`config.mk`:
```
export PLATFORM = sky130hd
export DESIGN_NAME = ip_tx_arbiter
export DESIGN_NICKNAME = d
export VERILOG_FILES = /design/src/rtl/ip_tx_arbiter.sv
export SDC_FILE = /design/constraint.sdc
export NUM_CORES = 1
export LEC_CHECK = 0
export CAP_MARGIN = 10
export CELL_PAD_IN_SITES_DETAIL_PLACEMENT = 0
export CELL_PAD_IN_SITES_GLOBAL_PLACEMENT = 1
export CORE_AREA = 4 4 164 166
export CTS_CLUSTER_SIZE = 25
export DETAILED_ROUTE_END_ITERATION = 7
export DIE_AREA = 0 0 168 170
export DONT_BUFFER_PORTS = 1
export PLACE_DENSITY = 0.36
export RECOVER_POWER = 50
export SYNTH_ARGS = -nofsm -noshare
export SYNTH_HDL_FRONTEND = slang
export SYNTH_SLANG_ARGS = --single-unit
```
`constraint.sdc`:
```
create_clock -name i_clk -period 2.3 [get_ports i_clk]
set_input_delay 0.46 -clock i_clk [delete_from_list [all_inputs] [get_ports i_clk]]
set_output_delay 0.46 -clock i_clk [all_outputs]
set_load 0.05 [all_outputs]
```
`src/rtl/ip_tx_arbiter.sv`:
```
// Packet-granular round-robin arbiter: two AXI-Stream IP TX sources onto one sink.
// Latency: 1 cycle IDLE->grant; then zero-latency pass-through; one idle bubble between packets.
// Backpressure: granted source sees m_axis_ip_ready directly; the waiting source sees ready=0.
module ip_tx_arbiter #(
    parameter int DATA_W = 64,
    parameter int USER_W = 56,
    parameter int KEEP_W = 8,
    parameter int CNT_W  = 16
) (
    input  logic              i_clk,
    input  logic              i_rst_n,

    input  logic [DATA_W-1:0] s0_axis_ip_data,
    input  logic [USER_W-1:0] s0_axis_ip_user,
    input  logic [KEEP_W-1:0] s0_axis_ip_keep,
    input  logic              s0_axis_ip_last,
    input  logic              s0_axis_ip_valid,
    output logic              s0_axis_ip_ready,

    input  logic [DATA_W-1:0] s1_axis_ip_data,
    input  logic [USER_W-1:0] s1_axis_ip_user,
    input  logic [KEEP_W-1:0] s1_axis_ip_keep,
    input  logic              s1_axis_ip_last,
    input  logic              s1_axis_ip_valid,
    output logic              s1_axis_ip_ready,

    output logic [DATA_W-1:0] m_axis_ip_data,
    output logic [USER_W-1:0] m_axis_ip_user,
    output logic [KEEP_W-1:0] m_axis_ip_keep,
    output logic              m_axis_ip_last,
    output logic              m_axis_ip_valid,
    input  logic              m_axis_ip_ready,

    output logic [1:0]        o_grant,
    output logic [CNT_W-1:0]  o_pkt_cnt0,
    output logic [CNT_W-1:0]  o_pkt_cnt1
);

    typedef enum logic [1:0] {
        IDLE = 2'b00,
        GNT0 = 2'b01,
        GNT1 = 2'b10
    } state_t;

    state_t            state;
    logic              rr_ptr;
    logic [1:0]        grant_q;
    logic [CNT_W-1:0]  cnt0_q;
    logic [CNT_W-1:0]  cnt1_q;
    logic              done0;
    logic              done1;

    // A packet ends only on the handshake of its last beat.
    assign done0 = (state == GNT0) && s0_axis_ip_valid && m_axis_ip_ready && s0_axis_ip_last;
    assign done1 = (state == GNT1) && s1_axis_ip_valid && m_axis_ip_ready && s1_axis_ip_last;

    always_ff @(posedge i_clk or negedge i_rst_n) begin
        if (!i_rst_n) begin
            state   <= IDLE;
            rr_ptr  <= 1'b0;
            grant_q <= 2'b00;
            cnt0_q  <= '0;
            cnt1_q  <= '0;
        end else begin
            case (state)
                IDLE: begin
                    if (s0_axis_ip_valid && (!s1_axis_ip_valid || !rr_ptr)) begin
                        state   <= GNT0;
                        grant_q <= 2'b01;
                    end else if (s1_axis_ip_valid) begin
                        state   <= GNT1;
                        grant_q <= 2'b10;
                    end
                end
                GNT0: begin
                    if (done0) begin
                        state   <= IDLE;
                        grant_q <= 2'b00;
                        rr_ptr  <= 1'b1;
                        cnt0_q  <= cnt0_q + CNT_W'(1);
                    end
                end
                GNT1: begin
                    if (done1) begin
                        state   <= IDLE;
                        grant_q <= 2'b00;
                        rr_ptr  <= 1'b0;
                        cnt1_q  <= cnt1_q + CNT_W'(1);
                    end
                end
                default: begin
                    state   <= IDLE;
                    grant_q <= 2'b00;
                end
            endcase
        end
    end

    always_comb begin
        m_axis_ip_data   = '0;
        m_axis_ip_user   = '0;
        m_axis_ip_keep   = '0;
        m_axis_ip_last   = 1'b0;
        m_axis_ip_valid  = 1'b0;
        s0_axis_ip_ready = 1'b0;
        s1_axis_ip_ready = 1'b0;
        case (state)
            GNT0: begin
                m_axis_ip_data   = s0_axis_ip_data;
                m_axis_ip_user   = s0_axis_ip_user;
                m_axis_ip_keep   = s0_axis_ip_keep;
                m_axis_ip_last   = s0_axis_ip_last;
                m_axis_ip_valid  = s0_axis_ip_valid;
                s0_axis_ip_ready = m_axis_ip_ready;
            end
            GNT1: begin
                m_axis_ip_data   = s1_axis_ip_data;
                m_axis_ip_user   = s1_axis_ip_user;
                m_axis_ip_keep   = s1_axis_ip_keep;
                m_axis_ip_last   = s1_axis_ip_last;
                m_axis_ip_valid  = s1_axis_ip_valid;
                s1_axis_ip_ready = m_axis_ip_ready;
            end
            default: ;
        endcase
    end

    assign o_grant    = grant_q;
    assign o_pkt_cnt0 = cnt0_q;
    assign o_pkt_cnt1 = cnt1_q;

endmodule

```
* Yosys cells after proc, flatten, opt, wreduce, memory -nomap -nowiden
Index checks and enable logic that the tools add are counted.
** Storage, ports and cells
- Bits in registers :: 35
- Bits of input ports :: 263
- Output and inout bits :: 166
- Word-level logic and storage cells :: 42
** Cells by class
- Add/subtract/negate cells :: 2
- Equality and inequality tests :: 5
- Multiplexer cells :: 15
- Reductions and logical operators :: 16
** Operators by type and width (count)
- $pmux W64 S2 :: 1
- $pmux W56 S2 :: 1
- $add A16 B1 Y16 const B :: 2
- $pmux W8 S2 :: 1
- $mux W2 :: 4
- $logic_and A1 B1 Y1 :: 7
- $pmux W1 S2 :: 3
- $pmux W2 S3 :: 1
- $reduce_and A3 Y1 :: 2
- $mux W1 :: 4
- $ne A2 B2 Y1 const B :: 2
- $reduce_and A2 Y1 :: 2
- $ne A3 B3 Y1 const B :: 1
- $eq A2 B1 Y1 const B :: 1
- $eq A2 B2 Y1 const B :: 1
- $logic_not A1 Y1 :: 2
- $logic_not A2 Y1 :: 1
- $reduce_bool A2 Y1 :: 1
- $logic_or A1 B1 Y1 :: 1

* Depth between registers and ports, before layout
- Word-level depth :: 6
- Gate-level depth with buffers :: 8
- Mapped depth without buffers :: 6

* Least setup slack after synthesis
OpenSTA, ideal clock, no wires.
- Path type :: flip-flop to output port
- Start point :: register, netlist name o_grant[1]
- End point :: output port m_axis_ip_data[11]
- Arrival time :: 2.404 ns
- Required time :: 1.840 ns
- Setup slack :: -0.564 ns
- Stages on the path, launching flop included :: 8
- Path buffers :: 3
- Cells stage by stage :: dfrtp_1 inv_1 ha_1 buf_2 clkbuf_1 buf_1 a22oi_1 nor2b_1
** RTL lines
- end, declared :: line 27 : output logic [DATA_W-1:0] m_axis_ip_data,

==> metrics.txt <==
Root Buffer clkbuf_16; All-Layer GR Usage 0.144; GPL Wtd Cong 0.849; H-Tree Depth 2; Slew Limit Fails 36; WHS 0.364 ns; status finished, violations left; critical-path cell list inv_4 -> ha_4 -> buf_6 -> clkbuf_16 -> a22oi_1 -> nor2b_4 -> buf_12; CP Data Required Time 1.84 ns; Period minus WS final 2.27 ns; CP top delay family buffers and inverters; input/output buffers 0; Worst-Margin Slew 1.62 ns; slowest cell delay on critical path 0.42 ns; CTS buffer count 5; die height 170 um; number of core rows 59; switch share 0.483; Switch Pwr 7690 uW; Setup crit end m_axis_ip_data[21]; MaxCap Viol Count 1; worst-path fanout max 16; share of layout cells above drive strength 1 0.599; CTS tree built; largest net degree at the start of global routing 70; storage element area 878 um2; failing checks max-capacitance violations, max-slew violations; Comb power frac 0.903; gr ovfl total 0; mean routed wirelength per cell 25.3 um; clock tree buffer depth 2; Avg Inst Size Synth 8.05 um2; Hold Crit Class in2reg; Clk pwr share 0.049; pre-CTS WS 0.129 ns; endpoints failing setup 0; worst path bufs/invs 4; flops & latches, synth 35; Fillers 2598; fmax 0.441 GHz; Initial Util 0.142; initial antenna violation count 4; TritonRoute pass-1 iters 5; Seq pwr share 0.048; Area Overhead vs Synth 133%; global-route wire length before repair 31100 um; hpwl dp 17600 um; Placeable Area 0.0256 mm2; met1 Usage GRT 0.159; P_int 8240 uW; GRT busiest layer met2; met3 usage 0.0627; Post-Syn Area 0.00363 mm2; Worst VDD drop 818 uV; CP max-delay cell dfrtp_2; r2r startpoint o_grant[1]; critical path class reg2out; remaining antenna violation count 0; RSZ-0062 raised after global routing true; boundary pin count 429; CP endpoint kind output pin; Distinct cells, synth 30; Clock Latency Late Sink 0.28 ns; post-synth net total 719; Startpoint Class flop; Die Wd 168 um; FF-to-FF path depth 7; Yosys warning count 0; Clock Skew 0.00391 ns; NumNets Final 860; Syn Inst Count 451; Clock Sink Count 35; Multi-input gate area 0.00378 mm2; Critical R2R Capture o_pkt_cnt0[9]; Crit path depth 7; Total Power 15900 uW; Slew HR -0.0814; initial drt markers 208; Die Area 0.0286 mm2; final WL 23500 um; Via density 4.66; Clock transition at path regs 0.05 ns; Final Hold Fails 0; Remaining DRCs 0; post-route setup slack 0.0349 ns; fin crit share 0.985; flop2flop setup slack 0.09 ns; Pleak 0.00307 uW; Setup crit start o_grant[0]; vias in the first global route 4491; register area share after synthesis 0.241; PwrDens 1880 mW/mm2; routed vias 4337; GR Layer Usage met2 0.255; Critical Path AT 1.81 ns
[layout make-up]
type,instances,area share
Sequential cell,35,0.104
Antenna cell,3,0.000887
Inverter,5,0.00281
Clock buffer,6,0.0164
Clock inverter,2,0.00414
Tap cell,335,0.0495
Multi-Input combinational cell,366,0.447
Timing Repair Buffer,179,0.376
[logic make-up after synthesis]
kind of cell / after synthesis / share of synthesized area
AND/OR/NAND/NOR: 196 / 0.337
AO/OA/AOI/OAI: 135 / 0.277
buffers and inverters: 50 / 0.0545
flip-flops: 35 / 0.241
XOR/XNOR: 30 / 0.0724
adder cells (fa/ha/maj): 5 / 0.0172
[layout by cell type (no fill, tap or decap), drive strengths merged]
cell | netlist | routed
buf | 9 | 148
o21ai | 2 | 2
nand4 | 9 | 9
o22ai | 1 | 1
nand3 | 12 | 12
inv | 5 | 5
a22oi | 130 | 130
nor2b | 130 | 130
xor2 | 9 | 9
nor3 | 7 | 7
nor3b | 1 | 1
and2 | 3 | 3
and3 | 4 | 4
nor2 | 2 | 2
a221oi | 1 | 1
clkbuf | 36 | 36
or2 | 2 | 2
and4 | 2 | 2
nor4 | 3 | 3
clkinv | 0 | 1
nand2 | 21 | 21
bufinv | 0 | 1
diode | 0 | 3
dlymetal6s4s | 0 | 1
ha | 5 | 5
xnor2 | 21 | 21
a21oi | 1 | 1
dfrtp | 35 | 35
[power by group through the flow]
stage | Clock (uW) | Combinational (uW) | Sequential (uW)
global placement | 0 | 13200 | 767
finish | 783 | 14400 | 769
global route | 831 | 15000 | 778
floorplan | 0 | 8020 | 959
detailed placement | 0 | 13300 | 773
CTS | 804 | 14100 | 768
[synth_stat cells]
library cell / count / share of area
or2_2: 1 / 0.0017
inv_1: 5 / 0.0052
nand4_2: 1 / 0.0034
buf_2: 8 / 0.011
o22ai_1: 1 / 0.0017
ha_1: 5 / 0.017
and4_1: 2 / 0.0048
nand3_1: 12 / 0.017
a21oi_1: 1 / 0.0014
nand4_1: 7 / 0.012
and3_1: 4 / 0.0069
a22oi_1: 130 / 0.27
xor2_1: 9 / 0.022
a221oi_1: 1 / 0.0024
dfrtp_1: 35 / 0.24
or2_1: 1 / 0.0017
nor4_2: 1 / 0.0034
clkbuf_1: 36 / 0.037
nor3b_1: 1 / 0.0021
nand4_4: 1 / 0.0059
nor3_1: 4 / 0.0055
nand2_1: 21 / 0.022
nor2_1: 2 / 0.0021
nor4_4: 2 / 0.012
buf_1: 1 / 0.0010
o21ai_0: 2 / 0.0028
and2_1: 3 / 0.0052
nor3_2: 3 / 0.0083
xnor2_1: 21 / 0.051
nor2b_1: 130 / 0.22
[routing by layer]
layer / part of all wire / vias up
met5: 0.00030 / -
met3: 0.10 / 21
li1: - / 1920
met4: 0.017 / 2
met2: 0.52 / 225
met1: 0.36 / 2169
[through the flow]
step | cell area, um2 | utilization | instances | TNS [ns]
2_1_floorplan | 4620 | - | 451 | -3.07
3_3_place_gp | 7810 | 0.305 | 904 | 0
3_5_place_dp | 7810 | 0.305 | 904 | 0
4_1_cts | 8320 | 0.325 | 924 | -0.0373
5_1_grt | 8460 | 0.330 | 931 | -0.183
6_report | 8460 | 0.330 | 931 | 0
[sequential cells by signal, indices dropped and copies added (netlist names)]
| name | cells |
|---|---|
| o_grant | 2 |
| o_pkt_cnt0 | 16 |
| o_pkt_cnt1 | 16 |
| rr_ptr | 1 |
[worst min-delay path by stage]
stage / from / to / slack (ns) / cells past startpoint
global route: s0_axis_ip_valid / o_grant[0] / 0.37 / 2
global placement: i_rst_n / o_pkt_cnt1[11] / 0.17 / 0
detailed placement: i_rst_n / o_pkt_cnt1[11] / 0.17 / 0
finish: s0_axis_ip_valid / o_grant[0] / 0.36 / 2
CTS: i_rst_n / o_pkt_cnt1[7] / 0.02 / 1
floorplan: i_rst_n / o_grant[0] / 0.16 / 0
[repair_timing]
item / CTS / global route
pin swaps: 2 / 1
cloned: 4 / 6
setup endpoints to repair: 130 / 117
hold buffers: 1 / 0
endpoints found under the hold margin: 35 / 0
gates resized for setup: 22 / 45
setup buffers: 7 / 1
(Power assumes the default switching activity.)
